File: src/rtl/piso_pkg.sv
// Shared constants for the parallel-in serial-out register and its bench.
package piso_pkg;

    localparam int unsigned PISO_DEFAULT_WIDTH = 8;

    localparam logic [0:0] ST_IDLE  = 1'b0;
    localparam logic [0:0] ST_SHIFT = 1'b1;

endpackage : piso_pkg

File: src/rtl/piso_register_if.sv
// Load handshake and serial output bundle of piso_register.
interface piso_register_if
    import piso_pkg::*;
#(
    parameter int unsigned WIDTH = PISO_DEFAULT_WIDTH
) ();

    localparam int unsigned CNT_W = $clog2(WIDTH + 1);

    logic [WIDTH-1:0] parallel_in;
    logic             load_valid;
    logic             load_ready;
    logic             serial_out;
    logic             serial_valid;
    logic             done;
    logic [CNT_W-1:0] bits_remaining;

    // Producer/consumer side of the block
    modport master (
        output parallel_in,
        output load_valid,
        input  load_ready,
        input  serial_out,
        input  serial_valid,
        input  done,
        input  bits_remaining
    );

    // The serializer itself
    modport slave (
        input  parallel_in,
        input  load_valid,
        output load_ready,
        output serial_out,
        output serial_valid,
        output done,
        output bits_remaining
    );

endinterface : piso_register_if

File: src/rtl/piso_register.sv
// Serializes a WIDTH-bit word one bit per clock behind a valid/ready load.
// Optional PISO_BACK_TO_BACK_EN: accept the next word in the last-bit cycle.
module piso_register
    import piso_pkg::*;
#(
    parameter int unsigned WIDTH     = PISO_DEFAULT_WIDTH,
    parameter bit          LSB_FIRST = 1'b1
) (
    input  logic            clk,
    input  logic            reset,
    piso_register_if.slave  bus
);

    localparam int unsigned CNT_W = $clog2(WIDTH + 1);

    logic [0:0]       r_state;
    logic [WIDTH-1:0] r_shift;
    logic [CNT_W-1:0] r_cnt;
    logic             r_serial_out;
    logic             r_done;

    logic [0:0]       w_state_nxt;
    logic [WIDTH-1:0] w_shift_nxt;
    logic [CNT_W-1:0] w_cnt_nxt;
    logic             w_serial_out_nxt;
    logic             w_done_nxt;
    logic             w_last;
    logic             w_load_ready;
    logic             w_accept;

    assign w_last = (r_state == ST_SHIFT) && (r_cnt == CNT_W'(1));

`ifdef PISO_BACK_TO_BACK_EN
    assign w_load_ready = !reset && ((r_state == ST_IDLE) || w_last);
`else
    assign w_load_ready = !reset && (r_state == ST_IDLE);
`endif

    assign w_accept = bus.load_valid && w_load_ready;

    // r_shift holds only the bits not yet driven; the current bit lives in r_serial_out
    always_comb begin
        w_state_nxt      = r_state;
        w_shift_nxt      = r_shift;
        w_cnt_nxt        = r_cnt;
        w_serial_out_nxt = 1'b0;
        w_done_nxt       = 1'b0;

        if (w_accept) begin
            w_state_nxt = ST_SHIFT;
            w_cnt_nxt   = CNT_W'(WIDTH);
            if (LSB_FIRST) begin
                w_serial_out_nxt = bus.parallel_in[0];
                w_shift_nxt      = bus.parallel_in >> 1;
            end else begin
                w_serial_out_nxt = bus.parallel_in[WIDTH-1];
                w_shift_nxt      = bus.parallel_in << 1;
            end
        end else if (r_state == ST_SHIFT) begin
            if (w_last) begin
                w_state_nxt = ST_IDLE;
                w_cnt_nxt   = '0;
                w_shift_nxt = '0;
            end else begin
                w_cnt_nxt  = r_cnt - CNT_W'(1);
                w_done_nxt = (r_cnt == CNT_W'(2));
                if (LSB_FIRST) begin
                    w_serial_out_nxt = r_shift[0];
                    w_shift_nxt      = r_shift >> 1;
                end else begin
                    w_serial_out_nxt = r_shift[WIDTH-1];
                    w_shift_nxt      = r_shift << 1;
                end
            end
        end
    end

    always_ff @(posedge clk) begin
        if (reset) begin
            r_state      <= ST_IDLE;
            r_shift      <= '0;
            r_cnt        <= '0;
            r_serial_out <= 1'b0;
            r_done       <= 1'b0;
        end else begin
            r_state      <= w_state_nxt;
            r_shift      <= w_shift_nxt;
            r_cnt        <= w_cnt_nxt;
            r_serial_out <= w_serial_out_nxt;
            r_done       <= w_done_nxt;
        end
    end

    assign bus.load_ready     = w_load_ready;
    assign bus.serial_out     = r_serial_out;
    assign bus.serial_valid   = (r_state == ST_SHIFT);
    assign bus.done           = r_done;
    assign bus.bits_remaining = r_cnt;

endmodule : piso_register

File: src/flat_wrapper.sv
// flat-port wrapper written by rule: the top's interface ports become plain ports
module piso_register_flat import piso_pkg::*;
#(
    parameter int unsigned WIDTH     = PISO_DEFAULT_WIDTH,
    parameter bit          LSB_FIRST = 1'b1
)
  (clk, reset, bus_parallel_in, bus_load_valid, bus_load_ready, bus_serial_out, bus_serial_valid, bus_done, bus_bits_remaining);
  piso_register_if #(.WIDTH(WIDTH)) bus_i ();
  input  logic clk;
  input  logic reset;
  input wire logic [$bits(bus_i.parallel_in)-1:0] bus_parallel_in;
  input wire logic [$bits(bus_i.load_valid)-1:0] bus_load_valid;
  output wire logic [$bits(bus_i.load_ready)-1:0] bus_load_ready;
  output wire logic [$bits(bus_i.serial_out)-1:0] bus_serial_out;
  output wire logic [$bits(bus_i.serial_valid)-1:0] bus_serial_valid;
  output wire logic [$bits(bus_i.done)-1:0] bus_done;
  output wire logic [$bits(bus_i.bits_remaining)-1:0] bus_bits_remaining;
  assign bus_i.parallel_in = bus_parallel_in;
  assign bus_i.load_valid = bus_load_valid;
  assign bus_load_ready = bus_i.load_ready;
  assign bus_serial_out = bus_i.serial_out;
  assign bus_serial_valid = bus_i.serial_valid;
  assign bus_done = bus_i.done;
  assign bus_bits_remaining = bus_i.bits_remaining;
  piso_register #(.WIDTH(WIDTH), .LSB_FIRST(LSB_FIRST)) u_core (.clk(clk), .reset(reset), .bus(bus_i));
endmodule
File: config.mk
export PLATFORM = sky130hd
export DESIGN_NAME = piso_register_flat
export DESIGN_NICKNAME = d
export VERILOG_FILES = /design/src/rtl/piso_pkg.sv /design/src/rtl/piso_register_if.sv /design/src/rtl/piso_register.sv /design/src/flat_wrapper.sv
export SDC_FILE = /design/constraint.sdc
export NUM_CORES = 1
export LEC_CHECK = 0
export CELL_PAD_IN_SITES_DETAIL_PLACEMENT = 0
export CELL_PAD_IN_SITES_GLOBAL_PLACEMENT = 2
export CORE_MARGIN = 2
export CORE_UTILIZATION = 25
export DETAILED_ROUTE_END_ITERATION = 8
export PLACE_DENSITY = 0.74
export SETUP_SLACK_MARGIN = 0.4
export SKIP_LAST_GASP = 1
export SYNTH_ARGS = -nofsm -noshare
export SYNTH_HDL_FRONTEND = slang
export SYNTH_SLANG_ARGS = --single-unit
export TNS_END_PERCENT = 30
File: constraint.sdc
create_clock -name clk -period 1.4 [get_ports clk]
set_input_delay 0.28 -clock clk [delete_from_list [all_inputs] [get_ports clk]]
set_output_delay 0.28 -clock clk [all_outputs]
set_load 0.03 [all_outputs]
==> impl_metrics.env <==
export IMPL_syn_area_per_cell_um2=10.1
export IMPL_finalSetupViolCount=0
export IMPL_clockPowerShare_pct=25.8
export IMPL_p_sw_share_pct=30.1
export IMPL_ant_nets=0
export IMPL_grt_usage_pct=10.7
export IMPL_power_leakage_nw=0.488
export IMPL_p_int_mw=0.821
export IMPL_cap_violations=0
export IMPL_critPathMaxFanout=4
export IMPL_io_pins=19
export IMPL_synth_top_cell_area_share_pct=39.2
export IMPL_numCtsBuffers=3
export IMPL_grt_antenna_before_repair=0
export IMPL_grt_pass1_vias=574
export IMPL_synth_distinct_cells=26
export IMPL_drtIter0Drc=6
export IMPL_first_pass_iters=4
export IMPL_yosysTopAreaCell="dfxtp_1"
export IMPL_netSwitchingPower_mw=0.353
export IMPL_p_comb_share_pct=34.0
export IMPL_wl_per_cell_um=11.1
export IMPL_tightest_slew_ps=293
export IMPL_synth_edff_count=0
export IMPL_ys_ff_latch=14
export IMPL_synth_area_leaders="dfxtp_1 (39%), mux2i_1 (8.4%), ha_1 (5.2%)"
export IMPL_synth_flop_cell="dfxtp_1"
export IMPL_drive_gt1_share_pct=45.5
export IMPL_nets=125
export IMPL_io_buffers=18
export IMPL_stdcell_count=141
export IMPL_grt_max_degree=9
export IMPL_max_freq_mhz=744
export IMPL_synth_most_common_cell="dfxtp_1"
export IMPL_syn_num_nets=85
export IMPL_whs_ps=458
export IMPL_required_ps=1630
export IMPL_seqPwrFrac_pct=40.2
export IMPL_cts_tree="done"
export IMPL_rsz0062_at_grt="yes"
export IMPL_cts_htree_levels=1
export IMPL_period_minus_slack_ps=1340
export IMPL_ir_drop_mv=0.475
export IMPL_hold_viol_final=0
export IMPL_drc=0
export IMPL_critPathKind="reg2reg"
export IMPL_synth_area_um2=716
export IMPL_overflow=0
export IMPL_antenna_cells=0
export IMPL_maxSlewViolCount=0
export IMPL_regArea_um2=294
export IMPL_place_inst=129
export IMPL_vias=606
export IMPL_viasPerCell=4.30
export IMPL_fillCellCount=261
export IMPL_hold_depth=1
export IMPL_synth_cells_most_frequent="dfxtp_1 (14), nor2_1 (9), mux2i_1 (6)"
export IMPL_skew_ps=4.69
export IMPL_coreArea_um2=2730
export IMPL_outcome="complete, no violations"
export IMPL_multiInputGateArea_um2=395
export IMPL_endpoint_kind="register"
export IMPL_gp_congestion=0.693
export IMPL_cts_root_buf="clkbuf_4"
export IMPL_synth_cells=71
export IMPL_start_util_pct=26.2
export IMPL_finalCritPeriodShare_pct=96.0
export IMPL_startpoint_type="register"
export IMPL_cts_hold_buf=0
export IMPL_die_area_um2=3310
export IMPL_area_growth_pct=60.5
export IMPL_clk_path_buf_depth=2
export IMPL_dpl_worst_slack_ps=-152
export IMPL_fin_util_pct=42.0
export IMPL_rows=19
export IMPL_finalWorstSetupSlack_ps=56.3
export IMPL_fp_dieH_um=57.5
export IMPL_yosys_warnings=0
export IMPL_dp_hpwl_um=1190
export IMPL_hold_class="reg2reg"
export IMPL_clk_latency_ps=290
export IMPL_cts_sinks=14
export IMPL_routed_wl_um=1560
export IMPL_ys_seq_area_share_pct=39.2
export IMPL_ff2ff_path_depth=6
export IMPL_arrival_ps=1570
export IMPL_maxSlewHeadroom_pct=80.5
export IMPL_path_clk_slew_ps=90
export IMPL_grt_pass1_wl_um=2680
export IMPL_async_flop_share_pct=0
export IMPL_fin_setup_tns_ps=0
export IMPL_die_width_um=57.5
export IMPL_power_density_nw_per_um2=1020
==> worst paths after layout <==
kind | startpoint | to | slack (ps)
setup / recovery | u_core.bus.bits_remaining[1] | u_core.bus.bits_remaining[2] | 60
hold / removal | u_core.r_shift[5] | u_core.r_shift[4] | 460
setup reg to reg | u_core.bus.bits_remaining[1] | u_core.bus.bits_remaining[2] | 60
hold reg to reg | u_core.r_shift[5] | u_core.r_shift[4] | 460
==> registers in the layout (all words and copies together), names as in the netlist <==
register                   cells
u_core.bus.serial_out          1
u_core.bus.serial_valid        1
u_core.bus.bits_remaining      4
u_core.bus.done                1
u_core.r_shift                 7
==> critical path: stages, from the launching register on <==
cell	delay [ps]
dfxtp_4	380
inv_4	40
ha_4	140
nor3b_4	150
buf_4	160
or3_1	300
a21oi_1	120
==> what timing repair did <==
item | in CTS | in global routing
setup buffers | 6 | 2
hold endpoints to repair | 0 | 0
setup endpoints to repair | 22 | 22
gates cloned | 0 | 0
resized for setup | 33 | 2
pin swaps | 2 | 0
==> final cells by class <==
type	count	area share (%)
clock buffer	4	3.16
sequential	14	25.6
tap	31	3.38
inverter	4	1.96
timing repair buffer	40	31.5
multi-input combinational	48	34.4
==> power groups by stage <==
stage          Clock, mW  Combinational [mW]  Sequential (mW)
3_3_place_gp           0               0.330            0.486
3_5_place_dp           0               0.332            0.487
5_1_grt            0.330               0.435            0.478
6_report           0.303               0.399            0.472
2_1_floorplan          0               0.166            0.522
4_1_cts            0.310               0.390            0.474
==> cells in the final DEF (no fill, tap or decap), drive strengths merged, types with 2 or more instances in the layout <==
cell	instances
nor2b	2
buf	29
a21oi	2
ha	3
nor3b	2
inv	3
mux2i	6
nand2	5
nor2	9
dfxtp	14
clkdlybuf4s50	9
o2bb2ai	4
clkbuf	4
o32ai	2
o21a	2
nand2b	3
==> layer usage <==
metal	GRT usage, %	vias up	wire (µm)
li1	-	322	-
met1	14.2	271	772
met5	0	-	0
met3	2.27	2	48
met4	5.98	0	19
met2	16.1	11	722
==> kinds of logic (layout without fill, tap and decap cells) <==
logic type | Yosys count | after routing | share of synthesized area [%]
DFF | 14 | 14 | 39.2
buffers and inverters | 9 | 48 | 9.61
muxes | 7 | 7 | 9.97
and+or+nand+nor | 25 | 25 | 21.9
AOI/OAI and AO/OA | 13 | 13 | 14.2
adders and majority gates | 3 | 3 | 5.25
==> stage by stage <==
step,instance area [µm²],total power [mW]
finish,1150,1.17
CTS,1120,1.17
global placement,1000,0.815
floorplan,738,0.688
global route,1150,1.24
detailed placement,1000,0.819
No activity file was read; power rests on OpenSTA's default activity.
